File: src/rtl/intra_sched_pkg.sv
// Shared types and constants for the 4-tap intra angular filter sequencer.
package intra_sched_pkg;

  typedef enum logic [1:0] {
    IDLE = 2'd0,
    FEED = 2'd1,
    OUT  = 2'd2
  } state_t;

  localparam int NTAPS     = 4;
  localparam int PIX_W     = 8;
  localparam int PROD_W    = 16;
  localparam int SEL_W     = 3;
  localparam int MCM_OUTS  = 8;
  localparam int DEF_ACC_W = 18;
  localparam int DEF_SHIFT = 6;

endpackage

File: src/rtl/intra_round_clip.sv
// Combinational round-half-up, arithmetic shift and optional [0,255] clamp.
// Clamp is enabled by defining INTRA_SCHED_CLIP_EN.
module intra_round_clip
  import intra_sched_pkg::*;
#(
  parameter int ACC_W = DEF_ACC_W,
  parameter int SHIFT = DEF_SHIFT
) (
  input  logic signed [ACC_W-1:0]  acc_i,
  output logic signed [PROD_W-1:0] pred_o
);

  // One guard bit so the rounding offset cannot overflow the accumulator width.
  localparam logic signed [ACC_W:0] RND   = (ACC_W+1)'(1) <<< (SHIFT-1);
  localparam logic signed [ACC_W:0] MAX_V = (ACC_W+1)'((1 << PIX_W) - 1);

  logic signed [ACC_W:0] sum;
  logic signed [ACC_W:0] shifted;

  assign sum     = {acc_i[ACC_W-1], acc_i} + RND;
  assign shifted = sum >>> SHIFT;

`ifdef INTRA_SCHED_CLIP_EN
  always_comb begin
    pred_o = PROD_W'(shifted);
    if (shifted < 0) begin
      pred_o = '0;
    end else if (shifted > MAX_V) begin
      pred_o = PROD_W'(MAX_V);
    end
  end
`else
  assign pred_o = PROD_W'(shifted);
`endif

endmodule

File: src/rtl/intra_filter_sched.sv
// Time-shares one 8-output MCM bank across four taps to produce one intra sample.
// Output clamping is selected by INTRA_SCHED_CLIP_EN (see intra_round_clip).
module intra_filter_sched
  import intra_sched_pkg::*;
#(
  parameter int ACC_W = DEF_ACC_W,
  parameter int SHIFT = DEF_SHIFT
) (
  input  logic                         clk,
  input  logic                         rst,
  input  logic                         req_valid,
  output logic                         req_ready,
  input  logic [NTAPS*PIX_W-1:0]       req_refs,
  input  logic [NTAPS*SEL_W-1:0]       req_sel,
  output logic [PIX_W-1:0]             mcm_x,
  input  logic [MCM_OUTS*PROD_W-1:0]   mcm_y,
  output logic                         out_valid,
  input  logic                         out_ready,
  output logic signed [PROD_W-1:0]     out_pred,
  output logic                         busy
);

  state_t                      state_q, state_d;
  logic [1:0]                  tap_q, tap_d;
  logic [NTAPS*PIX_W-1:0]      refs_q, refs_d;
  logic [NTAPS*SEL_W-1:0]      sel_q, sel_d;
  logic signed [ACC_W-1:0]     acc_q, acc_d;
  logic signed [PROD_W-1:0]    pred_q, pred_d;

  logic [PIX_W-1:0]            ref_arr [NTAPS];
  logic [SEL_W-1:0]            sel_arr [NTAPS];
  logic signed [PROD_W-1:0]    prod_arr [MCM_OUTS];
  logic signed [PROD_W-1:0]    prod;
  logic signed [ACC_W-1:0]     acc_sum;
  logic signed [PROD_W-1:0]    pred_rc;
  logic                        accept;

  generate
    for (genvar gi = 0; gi < NTAPS; gi++) begin : g_tap
      assign ref_arr[gi] = refs_q[gi*PIX_W +: PIX_W];
      assign sel_arr[gi] = sel_q[gi*SEL_W +: SEL_W];
    end
    for (genvar gi = 0; gi < MCM_OUTS; gi++) begin : g_prod
      assign prod_arr[gi] = mcm_y[gi*PROD_W +: PROD_W];
    end
  endgenerate

  assign prod    = prod_arr[sel_arr[tap_q]];
  assign acc_sum = acc_q + ACC_W'(prod);

  intra_round_clip #(
    .ACC_W (ACC_W),
    .SHIFT (SHIFT)
  ) u_round_clip (
    .acc_i  (acc_sum),
    .pred_o (pred_rc)
  );

  always_comb begin
    state_d = state_q;
    tap_d   = tap_q;
    refs_d  = refs_q;
    sel_d   = sel_q;
    acc_d   = acc_q;
    pred_d  = pred_q;
    accept  = 1'b0;
    case (state_q)
      IDLE: accept = req_valid;
      FEED: begin
        acc_d = acc_sum;
        tap_d = tap_q + 2'd1;
        if (tap_q == 2'(NTAPS-1)) begin
          pred_d  = pred_rc;
          state_d = OUT;
        end
      end
      OUT: begin
        if (out_ready) begin
          if (req_valid) accept  = 1'b1;
          else           state_d = IDLE;
        end
      end
      default: state_d = IDLE;
    endcase
    if (accept) begin
      refs_d  = req_refs;
      sel_d   = req_sel;
      acc_d   = '0;
      tap_d   = '0;
      state_d = FEED;
    end
  end

  always_ff @(posedge clk or posedge rst) begin
    if (rst) begin
      state_q <= IDLE;
      tap_q   <= '0;
      refs_q  <= '0;
      sel_q   <= '0;
      acc_q   <= '0;
      pred_q  <= '0;
    end else begin
      state_q <= state_d;
      tap_q   <= tap_d;
      refs_q  <= refs_d;
      sel_q   <= sel_d;
      acc_q   <= acc_d;
      pred_q  <= pred_d;
    end
  end

  // req_ready is gated by rst so it reads 0 while reset is held, not just after.
  assign req_ready = !rst && ((state_q == IDLE) || ((state_q == OUT) && out_ready));
  assign out_valid = (state_q == OUT);
  assign busy      = (state_q != IDLE);
  assign mcm_x     = (state_q == FEED) ? ref_arr[tap_q] : '0;
  assign out_pred  = pred_q;

endmodule

File: config.mk
export PLATFORM = sky130hd
export DESIGN_NAME = intra_filter_sched
export DESIGN_NICKNAME = d
export VERILOG_FILES = /design/src/rtl/intra_sched_pkg.sv /design/src/rtl/intra_round_clip.sv /design/src/rtl/intra_filter_sched.sv
export SDC_FILE = /design/constraint.sdc
export NUM_CORES = 1
export LEC_CHECK = 0
export BUFFER_PORTS_ARGS = -buffer_cell sky130_fd_sc_hd__buf_2
export CAP_MARGIN = 10
export CORE_ASPECT_RATIO = 0.6
export CORE_MARGIN = 1.5
export CORE_UTILIZATION = 35
export CTS_CLUSTER_DIAMETER = 30
export CTS_CLUSTER_SIZE = 12
export DETAILED_ROUTE_END_ITERATION = 7
export HOLD_SLACK_MARGIN = 0.06
export PLACE_DENSITY = 0.73
export SLEW_MARGIN = 20
export SYNTH_ARGS = -nofsm -noshare
export SYNTH_HDL_FRONTEND = slang
export SYNTH_SLANG_ARGS = --single-unit
File: constraint.sdc
create_clock -name clk -period 3.94 [get_ports clk]
set_input_delay 0.788 -clock clk [delete_from_list [all_inputs] [get_ports clk]]
set_output_delay 0.788 -clock clk [all_outputs]
set_load 0.005 [all_outputs]
* Word-level counts from Yosys, hierarchy flattened
Cells that the tools add are included.
** Word-level totals
- Register bits :: 79
- Output and inout bits :: 27
- Word-level logic and storage cells :: 51
** Operators by class
- Add/subtract/negate cells :: 3
- Magnitude comparators :: 2
- Equality and inequality tests :: 7
- Muxes and demuxes :: 22
- Bitwise operators :: 2
- Reduce and logical (&&, ||, !) cells :: 9
** Operators with widths (count)
- binary-select mux 16 bit (select 3 bit) :: 1
- 2-to-1 mux 18 bit :: 2
- 2-to-1 mux 16 bit :: 2
- 2-to-1 mux 8 bit :: 3
- adder 18 x 7 -> 19 bit, second input constant :: 1
- adder 18 x 16 -> 18 bit :: 1
- binary-select mux 8 bit (select 2 bit) :: 1
- 2-to-1 mux 2 bit :: 6
- binary-select mux 3 bit (select 2 bit) :: 1
- 2-to-1 mux 3 bit :: 2
- case mux 2 bit (3 select lines) :: 1
- == test 2 bit, second input constant :: 2
- greater-or-equal comparator 4 bit, second input constant :: 1
- inverter 3 -> 4 bit :: 1
- AND reduction 4 bit :: 1
- nonzero test 2 bit :: 2
- greater-or-equal comparator 3 bit, second input constant :: 1
- inequality test 3 x 1 -> 1 bit, second input constant :: 1
- inequality test 3 x 2 -> 1 bit, second input constant :: 1
- inequality test 3 bit, second input constant :: 1
- inverter 2 -> 3 bit :: 1
- adder 2 x 1 -> 2 bit, second input constant :: 1
- == test 2 x 1 -> 1 bit, second input constant :: 1
- logical AND 1 bit :: 2
- 7 further kinds :: 8

* Longest topological paths before layout
- Depth in word-level cells :: 11
- Depth in mapped cells :: 17
- Gate-level depth less buffers :: 15

* By module
From an unflattened synthesis, not the netlist that was laid out.
** Unflattened totals
- Cell total of the unflattened synthesis :: 442
- Area total of the unflattened synthesis :: 5481.5 µm²
** By module, submodules not included
- intra_filter_sched :: times used 1, cells each 407, area an instance 5220.0 µm², seq. area each 2052.0 µm²
- intra_round_clip :: times used 1, cells each 35, area an instance 261.5 µm², seq. area each 0.0 µm²

* Worst setup path before layout
Ideal clock, no wire load.
- Path type :: register to register
- Start point :: register tap_q[1]
- End point :: register pred_q[10], in the netlist out_pred[10]
- Setup time :: 0.083 ns
- Arrival :: 4.205 ns
- Slack :: -0.348 ns
- Cell stages (with the launch flop) :: 17
- Buffers on the path :: 3
- Path through :: dfrtp_1 -> buf_1 -> mux4_2 -> clkbuf_1 -> mux4_2 -> mux2_2 -> ha_1 -> buf_2 -> a21oi_1 -> mux2i_1 -> nand4_1 -> nor3_2 -> nand3_2 -> nor4_2 -> nand4_1 -> xnor2_1 -> o21ai_0
** On the way
- Longest elaborated chain between the ends :: 10
- Elaborated cells on any way between the ends :: 12
** Ends and longest elaborated chain
- start, declared :: line intra_filter_sched.sv:24 : logic [1:0] tap_q, tap_d;
- start signal, assigned :: line intra_filter_sched.sv:104 : tap_q <= tap_d;
- inverter 2 -> 3 bit (not written as such) :: line intra_filter_sched.sv:48 : assign prod = prod_arr[sel_arr[tap_q]];
- binary-select mux 3 bit (select 2 bit) :: line intra_filter_sched.sv:48
- 2-to-1 mux 3 bit (not written as such) (2 in a row) :: line intra_filter_sched.sv:48
- inverter 3 -> 4 bit (not written as such) :: line intra_filter_sched.sv:48
- binary-select mux 16 bit (select 3 bit) :: line intra_filter_sched.sv:48
- 2-to-1 mux 16 bit (not written as such) (2 in a row) :: line intra_filter_sched.sv:48
- adder 18 x 16 -> 18 bit :: line intra_filter_sched.sv:49 : assign acc_sum = acc_q + ACC_W'(prod);
- adder 18 x 7 -> 19 bit :: line intra_round_clip.sv:20 : assign sum = {acc_i[ACC_W-1], acc_i} + RND;
- end signal, assigned :: line intra_filter_sched.sv:108 : pred_q <= pred_d;
- end, declared :: line intra_filter_sched.sv:28 : logic signed [PROD_W-1:0] pred_q, pred_d;
Several ways; a longest one is shown, not always the timed one. The select of a mux whose other input is x is not followed.
A chain may end at the register's enable or synchronous reset.

* Final worst setup path
- Start point :: register tap_q[0]
- End point :: register pred_q[11], in the netlist out_pred[11]
Same word-level chain as after synthesis.

==> flow_summary.json <==
{
  "synthAdderAreaFrac": 0.0503,
  "fin_crit_ns": 4.32,
  "seq_area_frac_synth": 0.368,
  "place_hpwl_um": 13900,
  "syn_nets": 746,
  "antenna_found_initial": 0,
  "grt_pass1_wl_um": 28000,
  "wire_per_inst_um": 18.8,
  "multi_input_area_um2": 3650,
  "path_class": "flip-flop to flip-flop",
  "syn2layout_area_growth_pct": 47.3,
  "syn-cell-area_um2": 5370,
  "async_flop_share": 1.00,
  "grt-ovfl-total": 0,
  "vias": 5271,
  "finalWorstSetupSlack_ns": -0.379,
  "ys_ff_latch": 79,
  "synth_top_family_by_area": "multiplexers",
  "coreArea_um2": 14700,
  "die_area_um2": 16100,
  "cpPeakStageDelay_ns": 0.64,
  "synth_ff_type": "dfrtp_1",
  "drt-initial-drc-count": 430,
  "numCtsBuffers": 9,
  "crit_top_cell": "mux4_2",
  "yosys.area_share.simple": 0.192,
  "start_util": 0.365,
  "nFillCells": 1311,
  "grt_pass1_vias": 5163,
  "rsz0062_at_grt": "yes",
  "synthDistinctLibCells": 53,
  "synth_xor_area_frac": 0.0403,
  "setup_viol": 13,
  "clkSlewWorstSetupHoldPaths_ns": 0.07,
  "grt_max_degree": 36,
  "cap_violations": 0,
  "cp.arrival_ns": 4.54,
  "postRouteAntennaNets": 0,
  "drive_gt1_frac": 0.506,
  "netlist_instances": 549,
  "row_count": 34,
  "r2r_cells": 15,
  "wirelength_um": 18900,
  "die_h_um": 98.9,
  "cts.sinks": 79,
  "end_kind": "flip-flop",
  "hold_viol_final": 0,
  "root_buffer": "clkbuf_16",
  "crit_chain": "mux4_2 -> clkbuf_16 -> mux4_2 -> mux2_4 -> ha_1 -> buf_4 -> inv_1 -> a211oi_4 -> o21ai_0 -> a21boi_1 -> o311ai_4 -> nor4b_4 -> o2111ai_2 -> xnor2_1 -> o21ai_1",
  "required_ns": 4.16,
  "drcViolationCount": 0,
  "fin_crit_sh": 1.10,
  "crit_cells": 15,
  "antenna_cells": 0,
  "holdPathStages": 2,
  "htreeDepth": 3,
  "track_usage": 0.231,
  "synth_edf_count": 0,
  "regArea_um2": 1980,
  "synth-compound-area-share": 0.0939,
  "via_per_inst": 5.23,
  "place.gp.congestion": 0.920,
  "synthMuxAreaShare": 0.220,
  "cp_top_family": "multiplexers",
  "r2r_slack_ns": -0.38,
  "cts_buffer_depth": 2,
  "cp.buffers_inverters": 3,
  "critPathSlowestCell": "mux4_2",
  "fp.dieW_um": 163,
  "violations": "setup timing",
  "holdWs_ns": 0.474,
  "critPathMaxFanout": 7,
  "hp-class": "flip-flop to flip-flop",
  "clock.fmax_ghz": 0.232,
  "fin_skew_ns": 0.0117,
  "hold_buffers": 0,
  "synth_area_per_cell_um2": 9.78,
  "relSlewSlack": 0.503,
  "insertion_delay_ns": 0.35,
  "status": "finished, violations left",
  "io_buffers": 202,
  "num_io_pins": 203,
  "firstDrtPassIters": 4,
  "worst_pin_slew_ns": 0.744,
  "nNetsFinal": 1001,
  "yosys_warnings": 0,
  "cp-start-kind": "flip-flop",
  "maxSlewViolCount": 0,
  "cts_tree": "done"
}
[tightest hold or removal path: stages, from the launching register on]
cell and delay, ns:
dfrtp_1 0.34, nand2_1 0.05, nand2_1 0.05
[Yosys cell counts, types with 5 or more instances]
| library cell | instances | area share |
|---|---|---|
| nand2_1 | 168 | 0.12 |
| xnor2_1 | 15 | 0.024 |
| clkbuf_1 | 23 | 0.016 |
| mux2_2 | 18 | 0.038 |
| xor2_1 | 7 | 0.011 |
| dfrtp_1 | 79 | 0.37 |
| o21ai_0 | 33 | 0.031 |
| a21o_1 | 7 | 0.0098 |
| ha_1 | 20 | 0.047 |
| a21oi_1 | 11 | 0.010 |
| mux4_2 | 43 | 0.18 |
| buf_2 | 6 | 0.0056 |
| a31oi_1 | 5 | 0.0058 |
| nor2_1 | 10 | 0.0070 |
| and2_1 | 13 | 0.015 |
| inv_1 | 9 | 0.0063 |
| nand3_1 | 21 | 0.020 |
[flip-flops by register name, summed over array words and instances, names as in the netlist]
register  count
refs_q       32
acc_q        18
out_pred     13
sel_q        12
state_q       2
tap_q         2
[cell type report]
type | count | area share
repair buffers | 280 | 0.213
well taps | 198 | 0.0313
clock inverters | 7 | 0.0109
multi-input cells | 425 | 0.462
inverters | 9 | 0.00427
clock buffers | 9 | 0.0285
flip-flops and latches | 79 | 0.250
[placed cells by master (no fill, tap or decap), drive strengths merged, types with 2 or more instances in the layout]
cell,netlist,final
buf,12,279
nand2,168,168
dfrtp,79,79
mux4,43,43
o21ai,37,37
nand3,22,22
ha,20,20
mux2,18,18
xnor2,15,15
and2,13,13
inv,9,13
a21oi,11,11
nor2,10,10
clkbuf,24,10
a21o,7,7
xor2,7,7
a31oi,5,5
nor3,5,5
nor2b,4,4
o211ai,3,3
nand4,3,3
a211oi,3,3
nor4,3,3
nand2b,2,2
or3,2,2
and3,2,2
o2111ai,2,2
or2,2,2
a21boi,2,2
[through the flow]
step	setup WS (ns)	TNS, ns	area [um2]	std cells	util
floorplan	-0.0953	-0.213	5490	549	-
global placement	-0.260	-1.79	7070	977	0.481
detailed placement	-0.425	-2.98	7070	977	0.481
CTS	-0.296	-1.84	7640	1002	0.519
global route	-0.545	-5.03	7910	1007	0.537
finish	-0.379	-2.91	7910	1007	0.537
[timing repair]
action | CTS | global route
endpoints found under the setup margin | 16 | 20
pin swaps | 17 | 31
gates cloned | 1 | 1
gates resized for setup | 30 | 42
buffers inserted | 8 | 6
[metal layers]
| metal | vias up | part of all wire | track usage |
|---|---|---|---|
| li1 | 2457 | - | - |
| met5 | - | 0 | 0 |
| met4 | 0 | 0.024 | 0.0699 |
| met2 | 246 | 0.42 | 0.340 |
| met1 | 2536 | 0.46 | 0.330 |
| met3 | 32 | 0.089 | 0.0657 |
[final timing paths]
path                             from           end
hold / removal             refs_q[26]    refs_q[26]
max in group asynchronous         rst      tap_q[0]
setup / recovery             tap_q[0]  out_pred[11]
hold reg to reg            refs_q[26]    refs_q[26]
setup reg to reg             tap_q[0]  out_pred[11]
min in group asynchronous         rst     acc_q[13]
[logic make-up (layout without fill, tap and decap cells)]
family | after synthesis | in the layout
muxes | 62 | 62
xor gates and xnor gates | 23 | 23
AOI/OAI and AO/OA | 81 | 81
and+or+nand+nor | 238 | 238
buffers and inverters | 45 | 305
DFF | 79 | 79
adders and majority gates | 21 | 21
Power is left out: the tool's default activity adds up to more than one toggle a clock period on the data nets, which glitch-free logic cannot reach.
